`config.mk`:
```
export PLATFORM = sky130hd
export DESIGN_NAME = m2_ctrl
export DESIGN_NICKNAME = d
export VERILOG_FILES = /design/src/rtl/m2_ctrl_pkg.sv /design/src/rtl/m2_ctrl_unit.sv /design/src/rtl/m2_ctrl.sv
export SDC_FILE = /design/constraint.sdc
export NUM_CORES = 1
export LEC_CHECK = 0
export ABC_AREA = 1
export BUFFER_PORTS_ARGS = -buffer_cell sky130_fd_sc_hd__buf_4
export CORE_MARGIN = 5
export CORE_UTILIZATION = 40
export DETAILED_ROUTE_END_ITERATION = 6
export GPL_TIMING_DRIVEN = 0
export SYNTH_ARGS = -nofsm -noshare
export SYNTH_HDL_FRONTEND = slang
export SYNTH_SLANG_ARGS = --single-unit
```
`constraint.sdc`:
```
create_clock -name clk -period 10.9 [get_ports clk]
set_clock_uncertainty 0.2 [all_clocks]
set_input_delay 2.18 -clock clk [delete_from_list [all_inputs] [get_ports clk]]
set_output_delay 2.18 -clock clk [all_outputs]
set_load 0.1 [all_outputs]
```
`src/rtl/m2_ctrl_pkg.sv`:
```
// rtl/m2_ctrl_pkg.sv - shared defaults and width helpers for the m2 pointer controller
package m2_ctrl_pkg;

    localparam int DEF_TN        = 16;
    localparam int DEF_ADDR      = 2;
    localparam int DEF_NUM_WORDS = 4;

    // Occupancy must be able to represent NUM_WORDS itself, so one bit wider than a pointer.
    function automatic int cnt_w(input int addr_w);
        return addr_w + 1;
    endfunction

endpackage

```
`src/rtl/m2_ctrl_unit.sv`:
```
// rtl/m2_ctrl_unit.sv - one lane: write/read pointers, occupancy and handshake flags
module m2_ctrl_unit
    import m2_ctrl_pkg::*;
#(
    parameter int ADDR      = DEF_ADDR,
    parameter int NUM_WORDS = DEF_NUM_WORDS
) (
    input  logic                    clk,
    input  logic                    rst,
    input  logic                    i_flush,
    input  logic                    i_push_valid,
    output logic                    o_push_ready,
    output logic                    o_pop_valid,
    input  logic                    i_pop_ready,
    output logic [ADDR-1:0]         o_wr_addr,
    output logic [ADDR-1:0]         o_rd_addr,
    output logic                    o_wen,
    output logic [cnt_w(ADDR)-1:0]  o_count
);

    localparam int              CW   = cnt_w(ADDR);
    localparam logic [ADDR-1:0] LAST = ADDR'(NUM_WORDS - 1);
    localparam logic [CW-1:0]   FULL = CW'(NUM_WORDS);

    logic [ADDR-1:0] r_wr_ptr;
    logic [ADDR-1:0] r_rd_ptr;
    logic [CW-1:0]   r_count;
    logic [ADDR-1:0] w_wr_nxt;
    logic [ADDR-1:0] w_rd_nxt;
    logic            w_push_fire;
    logic            w_pop_fire;

    // Flags from registered occupancy; pointers wrap explicitly so odd depths work.
    // The read address looks ahead so m2 presents the next head right after a pop.
    always_comb begin
        o_push_ready = (r_count != FULL);
        o_pop_valid  = (r_count != '0);
        w_push_fire  = i_push_valid & o_push_ready;
        w_pop_fire   = i_pop_ready & o_pop_valid;
        w_wr_nxt     = (r_wr_ptr == LAST) ? '0 : r_wr_ptr + ADDR'(1);
        w_rd_nxt     = (r_rd_ptr == LAST) ? '0 : r_rd_ptr + ADDR'(1);
        o_wen        = w_push_fire & ~i_flush & ~rst;
        o_wr_addr    = r_wr_ptr;
        o_rd_addr    = i_flush ? '0 : (w_pop_fire ? w_rd_nxt : r_rd_ptr);
        o_count      = r_count;
    end

    // Pointer and occupancy state; flush wins over any handshake in the same cycle.
    always_ff @(posedge clk or posedge rst) begin
        if (rst) begin
            r_wr_ptr <= '0;
            r_rd_ptr <= '0;
            r_count  <= '0;
        end else if (i_flush) begin
            r_wr_ptr <= '0;
            r_rd_ptr <= '0;
            r_count  <= '0;
        end else begin
            if (w_push_fire) r_wr_ptr <= w_wr_nxt;
            if (w_pop_fire)  r_rd_ptr <= w_rd_nxt;
            case ({w_push_fire, w_pop_fire})
                2'b10:   r_count <= r_count + CW'(1);
                2'b01:   r_count <= r_count - CW'(1);
                default: r_count <= r_count;
            endcase
        end
    end

endmodule

```
`src/rtl/m2_ctrl.sv`:
```
// rtl/m2_ctrl.sv - Tn independent FIFO lanes driving the m2 buffer bank address/enable side
module m2_ctrl
    import m2_ctrl_pkg::*;
#(
    parameter int Tn        = DEF_TN,
    parameter int ADDR      = DEF_ADDR,
    parameter int NUM_WORDS = DEF_NUM_WORDS
) (
    input  logic                     clk,
    input  logic                     rst,
    input  logic                     i_flush,
    input  logic [Tn-1:0]            i_push_valid,
    output logic [Tn-1:0]            o_push_ready,
    output logic [Tn-1:0]            o_pop_valid,
    input  logic [Tn-1:0]            i_pop_ready,
    output logic [ADDR*Tn-1:0]       o_wr_addr,
    output logic [ADDR*Tn-1:0]       o_rd_addr,
    output logic [Tn-1:0]            o_wen,
    output logic [cnt_w(ADDR)*Tn-1:0] o_count
);

    localparam int CW = cnt_w(ADDR);

    // One controller per m2 unit; lanes share nothing but clock, reset and flush.
    for (genvar gi = 0; gi < Tn; gi++) begin : g_lane
        m2_ctrl_unit #(
            .ADDR      (ADDR),
            .NUM_WORDS (NUM_WORDS)
        ) u_unit (
            .clk          (clk),
            .rst          (rst),
            .i_flush      (i_flush),
            .i_push_valid (i_push_valid[gi]),
            .o_push_ready (o_push_ready[gi]),
            .o_pop_valid  (o_pop_valid[gi]),
            .i_pop_ready  (i_pop_ready[gi]),
            .o_wr_addr    (o_wr_addr[gi*ADDR +: ADDR]),
            .o_rd_addr    (o_rd_addr[gi*ADDR +: ADDR]),
            .o_wen        (o_wen[gi]),
            .o_count      (o_count[gi*CW +: CW])
        );
    end

endmodule

```
**After elaboration in Yosys (flattened, before gate mapping)**

Cells that the tools add are included.
Widths: inputs -> output; s select.

- Register bits: 112
- Input port bits: 35
- Output and inout port bits: 160
- Word-level logic and storage cells: 434

- Add/sub/neg operators: 64
- Equal/unequal tests: 80
- Multiplexer cells: 128
- Bitwise operators: 66
- Reduce and logical (&&, ||, !) cells: 48

Operator list:

| operator | number |
|---|---|
| $mux 2 | 96 |
| $eq 2x2->1 const B | 48 |
| $pmux 3 s2 | 16 |
| $reduce_bool 3->1 | 32 |
| $add 2x1->2 const B | 32 |
| $and 1x1->1 | 64 |
| $add 3x1->3 const B | 16 |
| $mux 3 | 16 |
| $ne 3x3->1 const B | 16 |
| $sub 3x1->3 const B | 16 |
| $eq 2x1->1 const B | 16 |
| $reduce_bool 2->1 | 16 |
| $not 1->1 | 2 |

**Longest topological paths before layout**

- Depth in word-level cells: 5
- Gate-level depth with buffers: 12
- Depth with buffers taken out: 12

**Cells and area by module**

From an unflattened synthesis, not the netlist that was laid out.

- Cell total of the unflattened synthesis: 832
- Area total of the unflattened synthesis: 7464.7 sq um

Modules (own cells, without submodules):

| module | instances | cells each | area an instance (sq um) | sequential area each (sq um) |
|---|---|---|---|---|
| m2_ctrl_unit (g_lane[10].u_unit ...) | 15 | 52 | 466.7 | 175.2 |
| m2_ctrl_unit (g_lane[0].u_unit) | 1 | 52 | 464.2 | 175.2 |

**Worst setup path before layout**

Ideal clock, no wire load.

- Path kind: input port to output port
- From: in rst
- To: out o_wen[12]
- Data arrival time: 5749 ps
- Data required time: 8520 ps
- Setup slack: 2771 ps
- Stages on the path: 5
- Path buffers: 2
- Cell sequence: inv_1 -> nand2_1 -> buf_2 -> nor2_1 -> buf_4

- Longest elaborated chain between the ends: 2

Ends and longest elaborated chain:

| item | RTL line | source |
|---|---|---|
| from (decl) | m2_ctrl.sv:10 | `input logic rst,` |
| $not 1->1 | m2_ctrl_unit.sv:42 | `o_wen = w_push_fire & ~i_flush & ~rst;` |
| $and 1x1->1 | m2_ctrl_unit.sv:42 |  |
| to (decl) | m2_ctrl.sv:18 | `output logic [Tn-1:0] o_wen,` |

Every way passes these cells.

**Final worst setup path**

- From: in rst
- To: out o_wen[14]

Same word-level chain as after synthesis.

==> flow_summary.yaml <==
route:
  dr.first_iter.drc_count: 295
  routedWlPerCell_um: 15.2
  drtAntennaViolNets: 0
  totalWireLength_mm: 19.7
  viasPerCell: 4.78
  drtPass1Iterations: 4
  dr_total_vias: 6170
  route.detailed.drc: 0
outcome:
  outcome: "finished clean"
synthesis:
  syn_area_per_cell_um2: 8.46
  synth.distinct_cells: 31
  synth_area_mm2: 0.00721
  seq_area_frac_synth_pct: 38.9
  postSynth.asyncResetShare_pct: 100
  yosys_warnings: 0
  synthCells: 852
  ys_ff_latch: 112
  synth_flop_cell: "dfrtp_1"
  synth_edf_count: 0
  syn_nets: 929
grt:
  antenna_found_initial: 0
  grt_max_degree: 60
  overflow: 0
  grt_pass1_wl_mm: 31.0
  grt_pass1_vias: 5799
  track_usage_pct: 19.1
placed_design:
  hpwl_mm: 14.8
  io_buffers: 193
  routabilityCongestion: 0.804
sta:
  rsz0062_at_grt: "no"
  slew_violations: 0
  max_freq_mhz: 148
  finalCritPeriodShare_pct: 62.0
  setup_viol: 0
  min_period_ps: 6750
  setup_tns_ps: 0
  worst_slew_pin_slew_ps: 652
  finalHoldViolCount: 0
  slew_headroom_pct: 56.5
cts:
  ctsLongestPathBuffers: 2
  postCtsSetupRepairBufs: 0
  cts_tree: "yes"
  cts_resized: 0
  htreeDepth: 3
  ctsRootBufferMaster: "clkbuf_16"
  clkTransAtPathRegs_ps: 80
  cts_buffers: 9
  cts_sinks: 112
  cts_hold_buf: 0
  clock_latency_ps: 350
critical_path:
  cp_common_cell: "buf_4"
  path_depth: 8
  critPathMaxStageDelay_ps: 380
  path_buf_inv: 6
  path_class: "in2out"
  crit_family: "buffers and inverters"
  worstPathCellList: "buf_4, inv_6, buf_16, nand2_1, buf_2, nor2_1, buf_4, buf_4"
  crit_required_ps: 8520
  cpMaxStageDelayCell: "inv_6"
  end_kind: "output port"
  arrival_ps: 4370
  r2r_setup_slack_ps: 8750
  worstRegToRegCells: 12
  crit_fanout: 59
  cp-start-kind: "primary input"
floorplan:
  die_h_um: 144
  die_w_um: 144
  core_mm2: 0.0178
  io_pins: 195
  rows: 49
  die-area_mm2: 0.0208
  start_util_pct: 40.4
finish:
  drive_gt1_share_pct: 38.5
  n_antenna_cell: 0
  final_nets: 1134
  area_delta_synth_final_pct: 28.3
  fill_cells: 1749
run:
  drv_cap: 0
worst_hold_path:
  holdPathStages: 1
  min_path_type: "reg2reg"
-- logic make-up (layout without fill, tap and decap cells) --
kind of cell               after synthesis  after routing  share of synthesized area (%)
and+or+nand+nor                        443            443                           30.0
buffers and inverters                  134            344                           10.4
DFF                                    112            112                           38.9
AOI/OAI and AO/OA                      105            105                           9.87
adders and majority gates               42             42                           8.95
xor gates and xnor gates                16             16                           1.94
-- metrics by stage --
step	worst slack (ps)	instances	hold slack, ps	cell area (µm²)	util (%)
final	4150	1291	287	9250	51.9
after global placement	271	1274	277	8950	50.2
after CTS	4060	1291	290	9250	51.9
after global routing	3880	1291	314	9250	51.9
after floorplan	2770	852	798	7210	-
after detailed placement	4060	1275	280	8980	50.3
-- worst paths after layout --
kind                                            endpoint                     startpoint
setup / recovery                               o_wen[14]                            rst
hold / removal             g_lane[0].u_unit.o_wr_addr[0]  g_lane[0].u_unit.o_wr_addr[0]
setup reg to reg            g_lane[11].u_unit.o_count[2]   g_lane[11].u_unit.o_count[0]
hold reg to reg            g_lane[0].u_unit.o_wr_addr[0]  g_lane[0].u_unit.o_wr_addr[0]
max in group asynchronous    g_lane[4].u_unit.o_count[0]                            rst
min in group asynchronous  g_lane[11].u_unit.r_rd_ptr[1]                            rst
-- worst register-to-register path: stages (launching register included) --
cell	delay, ps
dfrtp_1	450
nor2_2	200
nand2_2	100
nand2_4	90
inv_2	50
nand2_2	80
inv_2	50
fa_1	380
xor2_1	180
nand3_1	90
o21ai_0	70
nand2_1	60
nand2_1	50
-- area by class of cell --
cell class / instances / area, µm² / area share, %
Timing Repair Buffer: 194 / 1480 / 16.0
Buffer: 66 / 487 / 5.26
Multi-Input combinational cell: 606 / 3660 / 39.6
Sequential cell: 112 / 2800 / 30.3
Tap cell: 229 / 287 / 3.10
Clock buffer: 9 / 225 / 2.43
Clock inverter: 7 / 46.3 / 0.500
Inverter: 68 / 268 / 2.89
-- state kept, by name, indices dropped and copies added (netlist names) --
register and flops:
g_lane.u_unit.o_count 48, g_lane.u_unit.o_wr_addr 32, g_lane.u_unit.r_rd_ptr 32
-- placed cells by master (no fill, tap or decap), types with 4 or more instances in the layout --
cell type / Yosys / routed
buf_4: 57 / 250
fa_1: 16 / 16
nand2_1: 202 / 202
xnor2_1: 7 / 7
nand3b_1: 5 / 5
a21oi_1: 8 / 8
clkinv_2: 0 / 4
clkbuf_16: 0 / 9
ha_1: 26 / 26
o31ai_1: 10 / 10
o21ai_1: 12 / 12
nand2_4: 16 / 16
o211a_1: 16 / 16
nand2_2: 43 / 43
nor2_2: 17 / 17
o21ai_0: 41 / 41
xor2_1: 9 / 9
a21boi_1: 7 / 7
nor2_4: 13 / 13
buf_2: 7 / 7
inv_1: 37 / 36
a21boi_2: 6 / 6
dfrtp_1: 112 / 112
nand3_1: 76 / 76
a21oi_2: 4 / 4
nor2_1: 67 / 67
inv_2: 28 / 28
-- synth_stat cells (7+ instances only) --
cell / count / area, µm²
buf_4: 57 / 428
nand3_1: 76 / 380
ha_1: 26 / 325
nand2_2: 43 / 269
fa_1: 16 / 320
o211a_1: 16 / 160
xor2_1: 9 / 78.8
a21oi_1: 8 / 40.0
xnor2_1: 7 / 61.3
buf_2: 7 / 35.0
nand2_1: 202 / 758
nand2_4: 16 / 180
dfrtp_1: 112 / 2800
o31ai_1: 10 / 75.1
a21boi_1: 7 / 52.6
nor2_2: 17 / 106
inv_1: 37 / 139
o21ai_1: 12 / 60.1
nor2_1: 67 / 251
inv_2: 28 / 105
nor2_4: 13 / 146
o21ai_0: 41 / 205
-- layer usage --
| layer | GRT usage [%] | routed length [µm] | part of all wire [%] |
|---|---|---|---|
| met3 | 4.27 | 1400 | 7.1 |
| met5 | 0 | 0 | 0 |
| met4 | 5.20 | 267 | 1.4 |
| met2 | 30.3 | 9060 | 46 |
| met1 | 26.5 | 8930 | 45 |
Power is left out: the tool's default activity adds up to more than one toggle a clock period on the data nets, which glitch-free logic cannot reach.
